## src/rtl/se_pkg.sv

```systemverilog
// Shared types and widths for the paired secure-execution driver.
// Holds the FSM state encoding, default datapath width and counter/skew widths.
package se_pkg;

    localparam int DATA_W_DEF = 128;
    localparam int CNT_W      = 16;
    localparam int SKEW_W     = 8;

    typedef enum logic [1:0] {
        ST_IDLE,
        ST_ISSUE,
        ST_WAIT,
        ST_REPORT
    } state_t;

    // Absolute difference of two timestamps, clamped to the skew field width.
    function automatic logic [SKEW_W-1:0] satSkew(input logic [CNT_W-1:0] a,
                                                  input logic [CNT_W-1:0] b);
        logic [CNT_W-1:0] diff;
        diff = (a > b) ? (a - b) : (b - a);
        return (diff > CNT_W'((1 << SKEW_W) - 1)) ? {SKEW_W{1'b1}} : diff[SKEW_W-1:0];
    endfunction

endpackage

```

## src/rtl/se_arrival_tracker.sv

```systemverilog
// Per-copy arrival record: remembers whether the copy's result has come back,
// the cycle-counter value at arrival and the result itself.
module se_arrival_tracker
    import se_pkg::*;
#(
    parameter int DATA_W = DATA_W_DEF
) (
    input  logic              i_clk,
    input  logic              i_rst_n,
    input  logic              i_clear,
    input  logic              i_capture,
    input  logic [DATA_W-1:0] i_result,
    input  logic [CNT_W-1:0]  i_count,
    output logic              o_arrived,
    output logic [CNT_W-1:0]  o_time,
    output logic [DATA_W-1:0] o_result
);

    logic              r_arrived;
    logic [CNT_W-1:0]  r_time;
    logic [DATA_W-1:0] r_result;

    // Only the first arrival of a transaction is recorded.
    always_ff @(posedge i_clk or negedge i_rst_n) begin
        if (!i_rst_n) begin
            r_arrived <= 1'b0;
            r_time    <= '0;
            r_result  <= '0;
        end else if (i_clear) begin
            r_arrived <= 1'b0;
            r_time    <= '0;
            r_result  <= '0;
        end else if (i_capture && !r_arrived) begin
            r_arrived <= 1'b1;
            r_time    <= i_count;
            r_result  <= i_result;
        end
    end

    assign o_arrived = r_arrived;
    assign o_time    = r_time;
    assign o_result  = r_result;

endmodule

```

## src/rtl/se_pair_driver.sv

```systemverilog
// Issues one command to two redundant secure-execution copies and reports
// arrival skew, timeout and result mismatch as a leak verdict.
module se_pair_driver
    import se_pkg::*;
#(
    parameter int DATA_W  = DATA_W_DEF,
    parameter int TIMEOUT = 1000
) (
    input  logic              i_clk,
    input  logic              i_rst_n,
    input  logic              i_cmd_valid,
    output logic              o_cmd_ready,
    input  logic [7:0]        i_cmd_inst,
    input  logic [DATA_W-1:0] i_cmd_op1,
    input  logic [DATA_W-1:0] i_cmd_op2,
    input  logic [DATA_W-1:0] i_cmd_condA,
    input  logic [DATA_W-1:0] i_cmd_condB,
    output logic [7:0]        o_se_inst,
    output logic [DATA_W-1:0] o_se_op1,
    output logic [DATA_W-1:0] o_se_op2,
    output logic [DATA_W-1:0] o_se_condA,
    output logic [DATA_W-1:0] o_se_condB,
    output logic              o_se_validA,
    input  logic              i_se_readyA,
    output logic              o_se_validB,
    input  logic              i_se_readyB,
    input  logic [DATA_W-1:0] i_se_resultA,
    input  logic [DATA_W-1:0] i_se_resultB,
    input  logic              i_se_out_validA,
    input  logic              i_se_out_validB,
    output logic              o_se_out_readyA,
    output logic              o_se_out_readyB,
    output logic              o_rsp_valid,
    input  logic              i_rsp_ready,
    output logic [SKEW_W-1:0] o_rsp_skew,
    output logic              o_rsp_leak,
    output logic              o_rsp_timeout,
    output logic              o_rsp_mismatch,
    output logic [DATA_W-1:0] o_rsp_result
);

    localparam logic [CNT_W-1:0] TIMEOUT_C = CNT_W'(TIMEOUT);
    localparam logic [CNT_W-1:0] CNT_MAX   = {CNT_W{1'b1}};

    state_t            r_state;
    state_t            w_nextState;
    logic [7:0]        r_inst;
    logic [DATA_W-1:0] r_op1;
    logic [DATA_W-1:0] r_op2;
    logic [DATA_W-1:0] r_condA;
    logic [DATA_W-1:0] r_condB;
    logic [CNT_W-1:0]  r_cnt;
    logic              r_accA;
    logic              r_accB;
    logic              r_timeout;

    logic              w_cmdFire;
    logic              w_active;
    logic              w_capA;
    logic              w_capB;
    logic              w_arrA;
    logic              w_arrB;
    logic              w_bothArrived;
    logic              w_timeoutHit;
    logic [CNT_W-1:0]  w_timeA;
    logic [CNT_W-1:0]  w_timeB;
    logic [DATA_W-1:0] w_resA;
    logic [DATA_W-1:0] w_resB;
    logic [SKEW_W-1:0] w_skew;

    assign w_cmdFire     = (r_state == ST_IDLE) && i_cmd_valid;
    assign w_active      = (r_state == ST_ISSUE) || (r_state == ST_WAIT);
    assign w_bothArrived = w_arrA && w_arrB;
    assign w_timeoutHit  = (r_cnt >= TIMEOUT_C) && !w_bothArrived;

    assign o_se_out_readyA = w_active && !w_arrA;
    assign o_se_out_readyB = w_active && !w_arrB;
    assign w_capA          = i_se_out_validA && o_se_out_readyA;
    assign w_capB          = i_se_out_validB && o_se_out_readyB;

    se_arrival_tracker #(.DATA_W(DATA_W)) u_trackA (
        .i_clk     (i_clk),
        .i_rst_n   (i_rst_n),
        .i_clear   (w_cmdFire),
        .i_capture (w_capA),
        .i_result  (i_se_resultA),
        .i_count   (r_cnt),
        .o_arrived (w_arrA),
        .o_time    (w_timeA),
        .o_result  (w_resA)
    );

    se_arrival_tracker #(.DATA_W(DATA_W)) u_trackB (
        .i_clk     (i_clk),
        .i_rst_n   (i_rst_n),
        .i_clear   (w_cmdFire),
        .i_capture (w_capB),
        .i_result  (i_se_resultB),
        .i_count   (r_cnt),
        .o_arrived (w_arrB),
        .o_time    (w_timeB),
        .o_result  (w_resB)
    );

    always_ff @(posedge i_clk or negedge i_rst_n) begin
        if (!i_rst_n) begin
            r_state <= ST_IDLE;
        end else begin
            r_state <= w_nextState;
        end
    end

    // Timeout is checked before completion so a result landing on the
    // deadline cycle still yields a timeout verdict.
    always_comb begin
        w_nextState = r_state;
        case (r_state)
            ST_IDLE: begin
                if (i_cmd_valid) w_nextState = ST_ISSUE;
            end
            ST_ISSUE: begin
                if (w_timeoutHit)          w_nextState = ST_REPORT;
                else if (r_accA && r_accB) w_nextState = ST_WAIT;
            end
            ST_WAIT: begin
                if (w_timeoutHit)       w_nextState = ST_REPORT;
                else if (w_bothArrived) w_nextState = ST_REPORT;
            end
            ST_REPORT: begin
                if (i_rsp_ready) w_nextState = ST_IDLE;
            end
            default: w_nextState = ST_IDLE;
        endcase
    end

    always_ff @(posedge i_clk or negedge i_rst_n) begin
        if (!i_rst_n) begin
            r_inst    <= '0;
            r_op1     <= '0;
            r_op2     <= '0;
            r_condA   <= '0;
            r_condB   <= '0;
            r_cnt     <= '0;
            r_accA    <= 1'b0;
            r_accB    <= 1'b0;
            r_timeout <= 1'b0;
        end else if (w_cmdFire) begin
            r_inst    <= i_cmd_inst;
            r_op1     <= i_cmd_op1;
            r_op2     <= i_cmd_op2;
            r_condA   <= i_cmd_condA;
            r_condB   <= i_cmd_condB;
            r_cnt     <= '0;
            r_accA    <= 1'b0;
            r_accB    <= 1'b0;
            r_timeout <= 1'b0;
        end else begin
            if (w_active && (r_cnt != CNT_MAX)) r_cnt <= r_cnt + 1'b1;
            if (o_se_validA && i_se_readyA)     r_accA <= 1'b1;
            if (o_se_validB && i_se_readyB)     r_accB <= 1'b1;
            if (w_active && w_timeoutHit)       r_timeout <= 1'b1;
        end
    end

    assign o_cmd_ready = (r_state == ST_IDLE);
    assign o_se_inst   = r_inst;
    assign o_se_op1    = r_op1;
    assign o_se_op2    = r_op2;
    assign o_se_condA  = r_condA;
    assign o_se_condB  = r_condB;
    assign o_se_validA = (r_state == ST_ISSUE) && !r_accA;
    assign o_se_validB = (r_state == ST_ISSUE) && !r_accB;

    // Verdict fields are only driven while the response is offered.
    assign w_skew         = r_timeout ? '0 : satSkew(w_timeA, w_timeB);
    assign o_rsp_valid    = (r_state == ST_REPORT);
    assign o_rsp_timeout  = o_rsp_valid && r_timeout;
    assign o_rsp_skew     = o_rsp_valid ? w_skew : '0;
    assign o_rsp_leak     = o_rsp_valid && (r_timeout || (w_skew != '0));
    assign o_rsp_mismatch = o_rsp_valid && w_bothArrived && (w_resA != w_resB);
    assign o_rsp_result   = o_rsp_valid ? w_resA : '0;

endmodule

```

## config.mk

```make
export PLATFORM = sky130hd
export DESIGN_NAME = se_pair_driver
export DESIGN_NICKNAME = d
export VERILOG_FILES = /design/src/rtl/se_pkg.sv /design/src/rtl/se_arrival_tracker.sv /design/src/rtl/se_pair_driver.sv
export SDC_FILE = /design/constraint.sdc
export NUM_CORES = 2
export LEC_CHECK = 0
export BUFFER_PORTS_ARGS = -buffer_cell sky130_fd_sc_hd__clkbuf_2
export CAP_MARGIN = 10
export CORE_AREA = 10 10 558 560
export CTS_BUF_LIST = sky130_fd_sc_hd__clkbuf_16
export DETAILED_ROUTE_END_ITERATION = 10
export DIE_AREA = 0 0 568 570
export SLEW_MARGIN = 20
export SYNTH_ARGS = -nofsm -noshare
export SYNTH_HDL_FRONTEND = slang
export SYNTH_SLANG_ARGS = --single-unit
export TNS_END_PERCENT = 1
```

## constraint.sdc

```tcl
create_clock -name i_clk -period 5.35 [get_ports i_clk]
set_clock_uncertainty 0.2 [all_clocks]
set_input_delay 1.07 -clock i_clk [delete_from_list [all_inputs] [get_ports i_clk]]
set_output_delay 1.07 -clock i_clk [all_outputs]
set_load 0.02 [all_outputs]
```

## Yosys cells after proc, flatten, opt, wreduce, memory -nomap -nowiden

Cells that the tools add are included.

| operators by class | value |
|---|---|
| add/sub/neg operators | 3 |
| $lt $le $gt $ge | 3 |
| eq/ne operators | 9 |
| mux-type cells | 32 |
| reductions and logical operators | 36 |

Operators by type and width:

| cell | number |
|---|---|
| 128-bit two-way mux | 5 |
| 128-bit != test | 1 |
| 16-bit two-way mux | 7 |
| 16-bit subtractor | 2 |
| 8-bit two-way mux | 3 |
| 1-bit logical AND | 20 |
| 16-bit by 1-bit adder with 16-bit output (second input constant) | 1 |
| 16-bit by 10-bit greater-or-equal comparator with 1-bit output (second input constant) | 1 |
| 16-bit > comparator | 1 |
| 16-bit by 8-bit > comparator with 1-bit output (second input constant) | 1 |
| 16-bit != test (second input constant) | 1 |
| 2-bit two-way mux | 6 |
| 2-bit nonzero test | 6 |
| 1-bit two-way mux | 10 |
| 2-bit one-hot mux with 4 select lines | 1 |
| 8-bit nonzero test | 1 |
| 1-bit zero test | 5 |
| 2-bit == test (second input constant) | 2 |
| 4-bit AND reduction | 1 |
| 3-bit by 2-bit != test with 1-bit output (second input constant) | 1 |
| 3-bit != test (second input constant) | 1 |
| 2-bit by 1-bit == test with 1-bit output (second input constant) | 1 |
| 2-bit zero test | 1 |
| 1-bit logical OR | 2 |
| 2 further kinds | 2 |

| storage, ports and cells | value |
|---|---|
| register bits | 831 |
| input bits | 784 |
| output and inout bits | 665 |
| logic and storage cells | 99 |

## Logic depth before layout (Yosys ltp)

| depth | value |
|---|---|
| depth in word-level cells | 8 |
| mapped depth | 14 |
| mapped depth without buffers | 13 |

## Modules after synthesis

A second synthesis with hierarchy kept.

| second synthesis, totals | value |
|---|---|
| cell total of the unflattened synthesis | 3,124 |
| area, all modules | 39,080.0 um^2 |

Modules (own cells, without submodules):

| module | instances | cells each | area an instance (um^2) | sequential area each (um^2) |
|---|---|---|---|---|
| se_pair_driver | 1 | 1,804 | 24,333.3 | 13,538.0 |
| se_arrival_tracker | 2 | 660 | 7,373.3 | 3,628.5 |

## Worst setup path before layout

OpenSTA, ideal clock, no wires.

| timing | value |
|---|---|
| kind | reg2out |
| start | reg u_trackA.r_time[11], in the netlist u_trackA.o_time[11] |
| end | out o_rsp_leak |
| arrival time | 3.044 ns |
| required time | 4.080 ns |
| setup slack | 1.036 ns |
| stages on the path, launching flop included | 13 |
| cells stage by stage | dfrtp_1 -> inv_1 -> ha_1 -> buf_4 -> nand4_1 -> nor4_2 -> a211o_1 -> a21oi_1 -> a32o_1 -> xnor2_1 -> or3b_4 -> nor4b_4 -> a31oi_1 |

| on the way | value |
|---|---|
| word-level cells in the longest chain between the ends | 8 |
| elaborated cells between the ends (all ways) | 10 |
| classes of those cells | add/sub: 2; order compare: 2; mux: 3; reduce/logical: 3 |

Ends and longest elaborated chain:

| what | RTL line | RTL |
|---|---|---|
| start: declaration | se_arrival_tracker.sv:20 | `logic [CNT_W-1:0] r_time;` |
| start signal: assignment | se_arrival_tracker.sv:35 | `r_time <= i_count;` |
| 16-bit subtractor or 16-bit > comparator (tied branches) | se_pkg.sv:20 | `diff = (a > b) ? (a - b) : (b - a);` |
| 16-bit two-way mux (*) | se_pkg.sv:20 |  |
| 16-bit by 8-bit > comparator with 1-bit output | se_pkg.sv:21 | `return (diff > CNT_W'((1 << SKEW_W) - 1)) ? {SKEW_W{1'b1}} : diff[SKEW_W-1:0];` |
| 8-bit two-way mux (*) | se_pkg.sv:21 |  |
| 8-bit two-way mux (*) | se_pair_driver.sv:175 | `assign w_skew = r_timeout ? '0 : satSkew(w_timeA, w_timeB);` |
| 8-bit nonzero test (*) | se_pair_driver.sv:179 | `assign o_rsp_leak = o_rsp_valid && (r_timeout \|\| (w_skew != '0));` |
| 1-bit logical OR (*) | se_pair_driver.sv:179 |  |
| 1-bit logical AND (*) | se_pair_driver.sv:179 |  |
| end: declaration | se_pair_driver.sv:36 | `output logic o_rsp_leak,` |

Mark *: on every way between the ends. The rest lies on a longest branch, timed or not.

## Final worst setup path

| timing | value |
|---|---|
| start | reg u_trackA.r_time[5], in the netlist u_trackA.o_time[5] |
| end | out o_rsp_skew[6] |

| on the way | value |
|---|---|
| word-level cells in the longest chain between the ends | 6 |
| elaborated cells between the ends (all ways) | 8 |
| classes of those cells | add/sub: 2; order compare: 2; mux: 4 |

Ends and longest elaborated chain:

| what | RTL line | RTL |
|---|---|---|
| 16-bit subtractor or 16-bit > comparator (tied branches) | se_pkg.sv:20 |  |
| 16-bit two-way mux (*) | se_pkg.sv:20 |  |
| 16-bit by 8-bit > comparator with 1-bit output | se_pkg.sv:21 |  |
| 8-bit two-way mux (*) | se_pkg.sv:21 |  |
| 8-bit two-way mux (*) | se_pair_driver.sv:175 |  |
| 8-bit two-way mux (*) | se_pair_driver.sv:178 | `assign o_rsp_skew = o_rsp_valid ? w_skew : '0;` |
| end: declaration | se_pair_driver.sv:35 | `output logic [SKEW_W-1:0] o_rsp_skew,` |

Marked as above.

==> results.txt <==
Post-Place Worst Slack - 0.468 ns
Register bit count reported by yosys - 831
Routed WL per cell - 30.5 µm
Die width - 568 µm
CP cell instances - inv_1 > ha_4 > nand4_4 > a21o_1 > a211o_4 > a21o_4 > a32o_1 > xnor2_1 > or3b_4 > nor4b_4 > buf_6 > buf_6 > a21oi_1 > buf_4
Min-delay worst type - input pin to asynchronous set/reset pin
Post-Route WL - 295000 µm
Vias per std cell - 3.75
# nets final - 6390
Post-synth EDFFs - 0
CP max FO - 8
Initial Util - 12.0%
Final GP Congestion - 1.00
Post-synthesis cell type count - 52
Grt ovf - 0
Syn Inst Count - 4163
Slowest cell on the critical path - dfrtp_1
CP arrival - 4.08 ns
Fin. Hold Viols - 0
Slew margin rel. - 14.5%
Top FF cell, synth - dfrtp_1
DRC errors left - 0
CTS tree - built
CTS H-Tree Depth - 3
Area leader, netlist - dfrtp_1
MaxCap Viol Count - 0
All-Layer GR Usage - 17.3%
Sink Count - 831
Synth Area per Inst - 8.60 µm²
CTS buffer count - 113
Port bufs - 1448
Routed Antenna Nets - 0
Clk slew on worst S/H paths - 0.06 ns
Area delta synth->final - 45.1%
Via count - 36200
Clock latency on the worst-skew pair - 0.81 ns
Seq/Total Area, Yosys - 58.1%
Die height - 570 µm
Worst-margin pin slew - 1.28 ns
First-pass GRT wire length - 372000 µm
Root buffer cell - clkbuf_16
Final worst path period share - 99.9%
Max Fclk - 0.187 GHz
Vias in the first global route - 35100
Core Box Area - 300000 µm²
Synth Net Count - 4986
Status - complete, no violations
Top cell by count, worst path - buf_6
Largest cells by area after synthesis - dfrtp_1 (58%), nand2_1 (23%), a21oi_1 (4.5%), xor2_1 (3.4%), and2_1 (2.3%)
RSZ-0062 raised after global routing - yes
I/O pin count - 1449
Initial antenna violation count - 285
Post-synth top area share - 58.1%
Top cells by count, synth - nand2_1 (2174), dfrtp_1 (831), a21oi_1 (325)
Layout cells sized above 1 - 30.7%
Detailed Routing Iterations Pass 1 - 5
Final setup vio count - 0
Yosys warns - 0
Crit. End Element - output pin
CTS Buffer Depth - 4
Fraction of registers with async set/reset - 100%
Largest net degree at the start of global routing - 157
Power Dens Cells - 695 nW/µm²
Hold Slack - 0.0796 ns
Critical Path RT - 4.08 ns
Pwr Total - 0.0361 W
Max-slew violations - 0
HPWL Detailed - 252000 µm
CP Class - flip-flop to output pin
CP Launch Type - flip-flop
Die footprint - 324000 µm²
Leakage power of the design - 27.2 nW
Final worst slack - 0.00444 ns
Min cycle time layout - 5.35 ns
DRT iter0 DRCs - 3304
FP Rows - 201
Count leader, synth - nand2_1
CP max stage delay - 0.38 ns
Max IR drop VDD - 0.280 mV
Mapped Area - 35800 µm²
-- per-layer routing --
layer	share of wire, %	GRT usage [%]	vias to the layer above	wire length (µm)
met3	15	11.4	717	44200
met5	0.35	0	-	1030
met2	45	27.7	2104	132000
li1	-	-	15900	-
met4	3.7	4.38	158	10800
met1	36	18.8	17300	107000
-- critical path, delay by kind of cell (launching register included) --
family | cells | cell delay [ns]
AOI/OAI and AO/OA | 5 | 1.14
xor gates and xnor gates | 1 | 0.12
adders and majority gates | 1 | 0.33
buffers and inverters | 4 | 0.54
DFF | 1 | 0.38
and+or+nand+nor | 3 | 0.75
-- metrics by stage --
stage	TNS [ns]	utilization (%)	instances	instance area, µm²
4_1_cts	-1.08	17.3	9614	51800
3_3_place_gp	0	16.0	9399	47900
3_5_place_dp	0	16.0	9399	47900
5_1_grt	-1.66	17.3	9621	51900
2_1_floorplan	0	-	4163	35800
6_report	0	17.3	9652	52000
-- power breakdown --
part / switching, W / internal, W / total [W]
Sequential: 0.00167 / 0.00882 / 0.0105
Clock: 0.00330 / 0.00441 / 0.00771
Combinational: 0.0131 / 0.00483 / 0.0179
-- final cells by class --
class,count,area [µm²]
fillers,34000,248000
flip-flops and latches,831,20800
multi-input cells,3047,14200
repair buffers,1530,8110
well taps,3958,4950
clock buffers,113,2830
clock inverters,93,826
inverters,44,165
diodes,36,90.1
-- cell families (layout without fill, tap and decap cells) --
kind of cell / Yosys count / count (layout) / share of synthesized area (%)
xor gates and xnor gates: 151 / 151 / 3.69
other: 0 / 36 / 0
DFF: 831 / 831 / 58.1
adders and majority gates: 39 / 39 / 1.40
buffers and inverters: 285 / 1780 / 3.14
muxes: 5 / 5 / 0.140
and+or+nand+nor: 2449 / 2449 / 27.4
AOI/OAI and AO/OA: 403 / 403 / 6.12
-- worst paths after layout --
kind                                                startpoint                           endpoint  slack [ns]  cells after the start
worst min-delay path                                   i_rst_n  u_trackA.o_result[49]$_DFFE_PN0P_        0.08                      1
worst max-delay path            u_trackA.o_time[5]$_DFFE_PN0P_                      o_rsp_skew[6]       0.004                     14
worst max register to register          r_state[0]$_DFFE_PN0P_  u_trackA.o_result[21]$_DFFE_PN0P_        2.01                      7
worst min register to register     o_se_condB[107]$_DFFE_PN0P_        o_se_condB[107]$_DFFE_PN0P_        0.27                      2
max in group asynchronous                              i_rst_n         o_se_condA[79]$_DFFE_PN0P_        3.51                      2
min in group i_clk                              i_cmd_op2[124]          o_se_op2[124]$_DFFE_PN0P_        0.17                      3
-- timing repair --
action | CTS | global route
pin swaps | 11 | 8
setup buffers | 9 | 2
gates cloned | 0 | 0
setup endpoints to repair | 9 | 9
gates resized for setup | 40 | 22
hold buffers | 0 | 0
-- layout by cell type (no fill, tap or decap), types with 36 or more instances in the layout --
cell type and count:
dfrtp_1 830, clkbuf_2 1438, nor2_1 36, nand2_1 2171
a21oi_1 324, and2_1 130, clkbuf_16 113, inv_1 61
diode_2 36, xor2_1 137, buf_4 68
-- sequential cells by signal (all words and copies together) (netlist names), 16 cells and up --
register and flops:
o_se_condA 128, u_trackB.o_result 128, r_cnt 16, o_se_op2 128, u_trackB.o_time 16, u_trackA.o_time 16, o_se_condB 128, o_se_op1 128
u_trackA.o_result 128
Power figures use the tool's default switching activity.
